`src/rtl/dz_uart_rx.sv`:
```
// Oversampling UART receiver: 5..8 data bits, optional parity, break handling.
// Define DZ_UART_RX_SYNC_EN to pass rxd through a two-flop synchronizer first.
module dz_uart_rx #(
  parameter int unsigned SAMPLES = 16
) (
  input  logic       clk,
  input  logic       rst,
  input  logic       clr,
  input  logic       clken,
  input  logic       rxen,
  input  logic [1:0] length,
  input  logic       paren,
  input  logic       parodd,
  input  logic       rxd,
  input  logic       rxclr,
  output logic [7:0] rxdata,
  output logic       rxfull,
  output logic       rxpare,
  output logic       rxfrme
);

  localparam int unsigned CW = $clog2(SAMPLES);
  localparam logic [CW-1:0] HALF_LAST = CW'(SAMPLES / 2 - 1);
  localparam logic [CW-1:0] BIT_LAST  = CW'(SAMPLES - 1);

  typedef enum logic [2:0] {IDLE, START, DATA, PARITY, STOP, BREAK} state_t;

  state_t        state;
  logic [CW-1:0] cnt;
  logic [2:0]    bitn;
  logic [7:0]    shreg;
  logic          par_acc;
  logic          pare_q;
  logic [1:0]    len_q;
  logic          paren_q;
  logic          parodd_q;
  logic          line;

`ifdef DZ_UART_RX_SYNC_EN
  logic [1:0] sync;

  always_ff @(posedge clk or negedge rst) begin
    if (!rst)     sync <= '1;
    else if (clr) sync <= '1;
    else          sync <= {sync[0], rxd};
  end

  assign line = sync[1];
`else
  assign line = rxd;
`endif

  always_ff @(posedge clk or negedge rst) begin
    if (!rst) begin
      state    <= IDLE;
      cnt      <= '0;
      bitn     <= '0;
      shreg    <= '0;
      par_acc  <= 1'b0;
      pare_q   <= 1'b0;
      len_q    <= '0;
      paren_q  <= 1'b0;
      parodd_q <= 1'b0;
      rxdata   <= '0;
      rxfull   <= 1'b0;
      rxpare   <= 1'b0;
      rxfrme   <= 1'b0;
    end else if (clr) begin
      state    <= IDLE;
      cnt      <= '0;
      bitn     <= '0;
      shreg    <= '0;
      par_acc  <= 1'b0;
      pare_q   <= 1'b0;
      len_q    <= '0;
      paren_q  <= 1'b0;
      parodd_q <= 1'b0;
      rxdata   <= '0;
      rxfull   <= 1'b0;
      rxpare   <= 1'b0;
      rxfrme   <= 1'b0;
    end else begin
      // rxclr is applied first so a completion on the same edge overrides it
      if (rxclr) rxfull <= 1'b0;
      if (!rxen) begin
        state <= IDLE;
        cnt   <= '0;
      end else if (clken) begin
        case (state)
          IDLE: begin
            if (!line) begin
              state    <= START;
              cnt      <= '0;
              bitn     <= '0;
              shreg    <= '0;
              par_acc  <= 1'b0;
              pare_q   <= 1'b0;
              len_q    <= length;
              paren_q  <= paren;
              parodd_q <= parodd;
            end
          end
          START: begin
            if (cnt == HALF_LAST) begin
              cnt   <= '0;
              state <= line ? IDLE : DATA;
            end else begin
              cnt <= cnt + 1'b1;
            end
          end
          DATA: begin
            if (cnt == BIT_LAST) begin
              cnt         <= '0;
              shreg[bitn] <= line;
              par_acc     <= par_acc ^ line;
              if (bitn == ({1'b0, len_q} + 3'd4)) state <= paren_q ? PARITY : STOP;
              else                                 bitn  <= bitn + 1'b1;
            end else begin
              cnt <= cnt + 1'b1;
            end
          end
          PARITY: begin
            if (cnt == BIT_LAST) begin
              cnt    <= '0;
              pare_q <= par_acc ^ line ^ parodd_q;
              state  <= STOP;
            end else begin
              cnt <= cnt + 1'b1;
            end
          end
          STOP: begin
            if (cnt == BIT_LAST) begin
              cnt    <= '0;
              rxdata <= shreg;
              rxpare <= paren_q & pare_q;
              rxfrme <= ~line;
              rxfull <= 1'b1;
              state  <= line ? IDLE : BREAK;
            end else begin
              cnt <= cnt + 1'b1;
            end
          end
          BREAK: begin
            if (line) state <= IDLE;
          end
          default: state <= IDLE;
        endcase
      end
    end
  end

endmodule

```
`config.mk`:
```
export PLATFORM = sky130hd
export DESIGN_NAME = dz_uart_rx
export DESIGN_NICKNAME = d
export VERILOG_FILES = /design/src/rtl/dz_uart_rx.sv
export SDC_FILE = /design/constraint.sdc
export NUM_CORES = 1
export LEC_CHECK = 0
export BUFFER_PORTS_ARGS = -buffer_cell sky130_fd_sc_hd__buf_2
export CORE_MARGIN = 2
export CORE_UTILIZATION = 63
export DETAILED_ROUTE_END_ITERATION = 7
export GPL_TIMING_DRIVEN = 0
export PLACE_DENSITY = 0.94
export SETUP_SLACK_MARGIN = 0.15
export SYNTH_ARGS = -nofsm -noshare
export SYNTH_HDL_FRONTEND = slang
export SYNTH_SLANG_ARGS = --single-unit
```
`constraint.sdc`:
```
create_clock -name clk -period 4.1 [get_ports clk]
set_input_delay 0.82 -clock clk [delete_from_list [all_inputs] [get_ports clk]]
set_output_delay 0.82 -clock clk [all_outputs]
set_load 0.1 [all_outputs]
```
### Word-level counts from Yosys, hierarchy flattened

Cells that the tools add are included.

| operators by class | value |
|---|---|
| $lt $le $gt $ge | 2 |
| bitwise operators | 4 |
| muxes and demuxes | 84 |
| reduce and logical (&&, ||, !) cells | 17 |
| add/subtract/negate cells | 3 |
| eq/ne operators | 22 |

Operator list:

| cell | count |
|---|---|
| $mux 8 | 10 |
| $mux 3 | 18 |
| $mux 1 | 36 |
| $ne 4x4->1 const B | 7 |
| $mux 4 | 6 |
| $pmux 3 s6 | 1 |
| $pmux 8 s2 | 1 |
| $ne 3x3->1 const B | 5 |
| $mux 2 | 6 |
| $pmux 4 s3 | 1 |
| $reduce_and 5->1 | 2 |
| $reduce_bool 2->1 | 5 |
| $bwmux 8 | 1 |
| $reduce_and 4->1 | 2 |
| $reduce_and 8->1 | 1 |
| $eq 3x2->1 const B | 2 |
| $eq 3x3->1 const B | 2 |
| $pmux 3 s2 | 1 |
| $reduce_and 6->1 | 1 |
| $reduce_bool 3->1 | 2 |
| $ne 5x3->1 const B | 1 |
| $add 4x1->4 const B | 1 |
| $eq 4x3->1 const B | 1 |
| $eq 4x4->1 const B | 1 |
| other kinds (16) | 18 |

| word-level totals | value |
|---|---|
| bits in registers | 35 |
| output and inout port bits | 11 |

### Depth between registers and ports, before layout

| depth | value |
|---|---|
| depth after elaboration | 10 |
| gate-level depth with buffers | 6 |
| mapped depth without buffers | 5 |

### Worst setup path before layout

No wires, ideal clock.

| timing | value |
|---|---|
| kind | input-to-reg |
| start | input clr |
| end | register shreg[1] |
| setup slack | 2.226 ns |
| required time | 4.004 ns |
| stages | 5 |
| data arrival time | 1.778 ns |
| setup time | 0.096 ns |
| buffers on the path | 1 |
| cells stage by stage | buf_2 -> nor4b_4 -> nand4_1 -> or2_1 -> o31ai_1 |

| between the ends | value |
|---|---|
| word-level cells in the longest chain between the ends | 2 |
| elaborated cells between the ends (all ways) | 7 |
| classes of those cells | eq/ne: 2; mux: 1; reduce/logical: 4 |

Ends and longest elaborated chain:

| what | line | text |
|---|---|---|
| start: declaration | 8 | `input logic clr,` |
| $ne 3x3->1 (no source line), or another cell as far along | n/a |  |
| $reduce_and 5->1 (no source line) | n/a |  |
| end signal: indexed assignment | 114 | `shreg[bitn] <= line;` |
| end: declaration | 31 | `logic [7:0] shreg;` |

Parallel ways exist; a longest one is shown, timed or not.
A chain may end at the register's enable or synchronous reset.

### Worst setup path after layout

| timing | value |
|---|---|
| start | register rxfrme |
| end | output rxfrme |

RTL lines:

| what | line | text |
|---|---|---|
| start: declaration | 19 | `output logic rxfrme` |
| start signal: assignment | 136 | `rxfrme <= ~line;` |

No word-level cell between the ends.

==> flow_summary.json <==
{
  "status": "completed",
  "critical-path-top-delay-family": "buffers and inverters",
  "drive_gt1_frac": 0.224,
  "critPathBufInv": 1,
  "crit_type": "register to output port",
  "synth-seq-cells": 35,
  "wl_per_cell_microns": 14.5,
  "cts_root_buf": "clkbuf_4",
  "grt_pass1_vias": 1536,
  "area_growth_pct": 11.6,
  "power_density_mw_per_mm2": 284,
  "mappedNetlistNets": 234,
  "worstPathRequired_ps": 3280,
  "cts.sinks": 35,
  "max_stage_delay_ps": 440,
  "clk_pin_slew_ps": 110,
  "final_nets": 262,
  "dieArea_sq_mm": 0.00377,
  "grt_pass1_wl_mm": 6.84,
  "async_reset_ff_frac": 1.00,
  "die_h_microns": 61.4,
  "dp.cells": 286,
  "slew_headroom": 0.497,
  "p_leak_nw": 1.02,
  "r2r_start": "cnt[0]",
  "die_w_microns": 61.4,
  "top_layer": "met4",
  "ant_nets": 0,
  "crit_path_end_kind": "output port",
  "grt_util_all_layers": 0.250,
  "rows": 20,
  "synth_area_per_cell_sq_um": 9.39,
  "path_max_fanout": 2,
  "core_sq_mm": 0.00310,
  "clkLatencyLatePin_ps": 350,
  "max_freq_mhz": 504,
  "insertedDiodeCount": 0,
  "drt-met1-wl_mm": 2.01,
  "route.met3.wl_microns": 235,
  "finalCritPeriodShare": 0.484,
  "drt_iter0_drc": 127,
  "ys.flop_type": "dfrtp_1",
  "dpl.hpwl_mm": 3.03,
  "cts_resized": 0,
  "crit_path_start_kind": "register",
  "remaining_drc_errors": 0,
  "setup-tns-final_ps": 0,
  "seq_area_frac_synth": 0.422,
  "irDropWorstVdd_mv": 0.158,
  "setup_violations": 0,
  "numCtsBuffers": 5,
  "route.met2.wl_mm": 1.96,
  "yosysWarnings": 0,
  "cts_setup_buffers": 0,
  "cts_tree": "built",
  "gr-total-overflow": 0,
  "fillerInstances": 213,
  "synth_area_sq_mm": 0.00207,
  "fin_cells": 294,
  "report.final.hold_viol_count": 0,
  "min_path_type": "register to register",
  "synth_cell_types": 56,
  "maxCapViolations": 0,
  "finClkSkew_ps": 5.00,
  "min_from": "par_acc",
  "slowest_stage": "buf_2",
  "clock_tree.htree_level_count": 2,
  "maxSlewViolCount": 0,
  "finalWirelength_mm": 4.27,
  "grt_max_degree": 36,
  "antenna_found_initial": 0,
  "worstMarginPinSlew_ps": 754,
  "postSynthCellCount": 221,
  "arrival_ps": 1160,
  "portBuffers": 21,
  "layout_min_cycle_time_ps": 1980,
  "cts_max_path_buffers": 2,
  "viasPerCell": 6.00,
  "synth_enable_flop_cells": 0,
  "firstDrtPassIters": 4,
  "crit_path_start": "rxfrme",
  "gp_congestion": 0.865,
  "start_util": 0.669,
  "cts_hold_buf": 0,
  "rsz0062_at_grt": "false",
  "crit_chain": "buf_2",
  "ios": 22,
  "via_count": 1763
}
## logic make-up after synthesis
logic type | Yosys count | share of synthesized area
buffers and inverters | 24 | 0.0627
AND/OR/NAND/NOR | 82 | 0.239
adder cells (fa/ha/maj) | 2 | 0.0121
AO/OA/AOI/OAI | 68 | 0.217
multiplexers | 5 | 0.0253
XOR/XNOR | 5 | 0.0211
flip-flops | 35 | 0.422
## area by class of cell
cell class / instances / area [sq um] / area share
inverters: 6 / 22.5 / 0.00972
clock buffers: 5 / 37.5 / 0.0162
well taps: 44 / 55.1 / 0.0238
plain buffers: 18 / 108 / 0.0465
flip-flops and latches: 35 / 876 / 0.378
multi-input cells: 162 / 1070 / 0.461
clock inverters: 3 / 43.8 / 0.0189
repair buffers: 21 / 105 / 0.0454
## worst paths after layout
path	to	slack (ps)	cells after the start
setup / recovery	rxfrme	2120	1
hold / removal	par_acc	510	1
setup reg to reg	par_acc	2210	6
hold reg to reg	par_acc	510	1
max in group asynchronous	state[1]	3100	1
min in group asynchronous	rxfrme	520	1
## metal layers
layer  vias to the layer above  GRT usage
met3                         7     0.0672
met2                        61      0.383
met4                         0      0.103
met1                       834      0.338
met5                         -          0
li1                        861          -
## registers in the layout, summed over array words and instances (netlist names), 2 cells and up
register,flops
rxdata,8
shreg,8
cnt,4
bitn,3
state,3
len_q,2
## per-stage QoR
stage	setup slack (ps)	cell area [sq um]	util	hold WS, ps	power [W]
final	2120	2320	0.746	511	0.000658
after global routing	2070	2320	0.746	541	0.000683
after CTS	2100	2320	0.746	508	0.000660
after detailed placement	1920	2230	0.720	490	0.000408
after global placement	1940	2230	0.720	481	0.000407
after floorplan	2230	2070	-	458	0.000388
## cells in the mapped netlist (2+ instances only)
master	number	share of area
a21oi_1	18	0.043
a22o_1	3	0.013
a31oi_1	7	0.021
a41o_1	2	0.0097
and3_1	2	0.0060
buf_2	7	0.017
buf_6	4	0.022
clkbuf_1	5	0.0090
dfrtp_1	35	0.42
ha_1	2	0.012
inv_1	6	0.011
mux2_2	2	0.011
mux2i_1	3	0.014
nand2_1	32	0.058
nand2b_1	10	0.030
nand3_1	11	0.027
nand3b_1	2	0.0072
nand4b_1	2	0.0084
nor2_1	3	0.0054
nor2b_1	3	0.0090
nor3_1	2	0.0048
o21ai_0	10	0.024
o21ai_1	9	0.022
o21bai_1	2	0.0072
o22ai_1	3	0.0090
o31ai_1	3	0.011
xnor2_1	4	0.017
## layout by cell type, fill, tap and decap left out, drive strengths merged, types with 3 or more instances in the layout
| cell type | netlist | final |
|---|---|---|
| o22ai | 3 | 3 |
| clkbuf | 6 | 11 |
| dfrtp | 35 | 35 |
| buf | 12 | 33 |
| nand3 | 12 | 12 |
| xnor2 | 4 | 4 |
| mux2i | 3 | 3 |
| o21ai | 19 | 19 |
| o31ai | 3 | 3 |
| inv | 6 | 6 |
| a22o | 3 | 3 |
| nor2 | 3 | 3 |
| a21oi | 18 | 18 |
| nand2 | 32 | 32 |
| nor2b | 3 | 3 |
| nand2b | 10 | 10 |
| a31oi | 9 | 9 |
| nor3 | 3 | 3 |
## report_power, final
group | internal, W | total [W] | switching, W
clock | 0.000128 | 0.000256 | 0.000128
combinational | 0.0000193 | 0.0000526 | 0.0000334
sequential | 0.000347 | 0.000349 | 0.00000201
No activity file was read; power rests on OpenSTA's default activity.
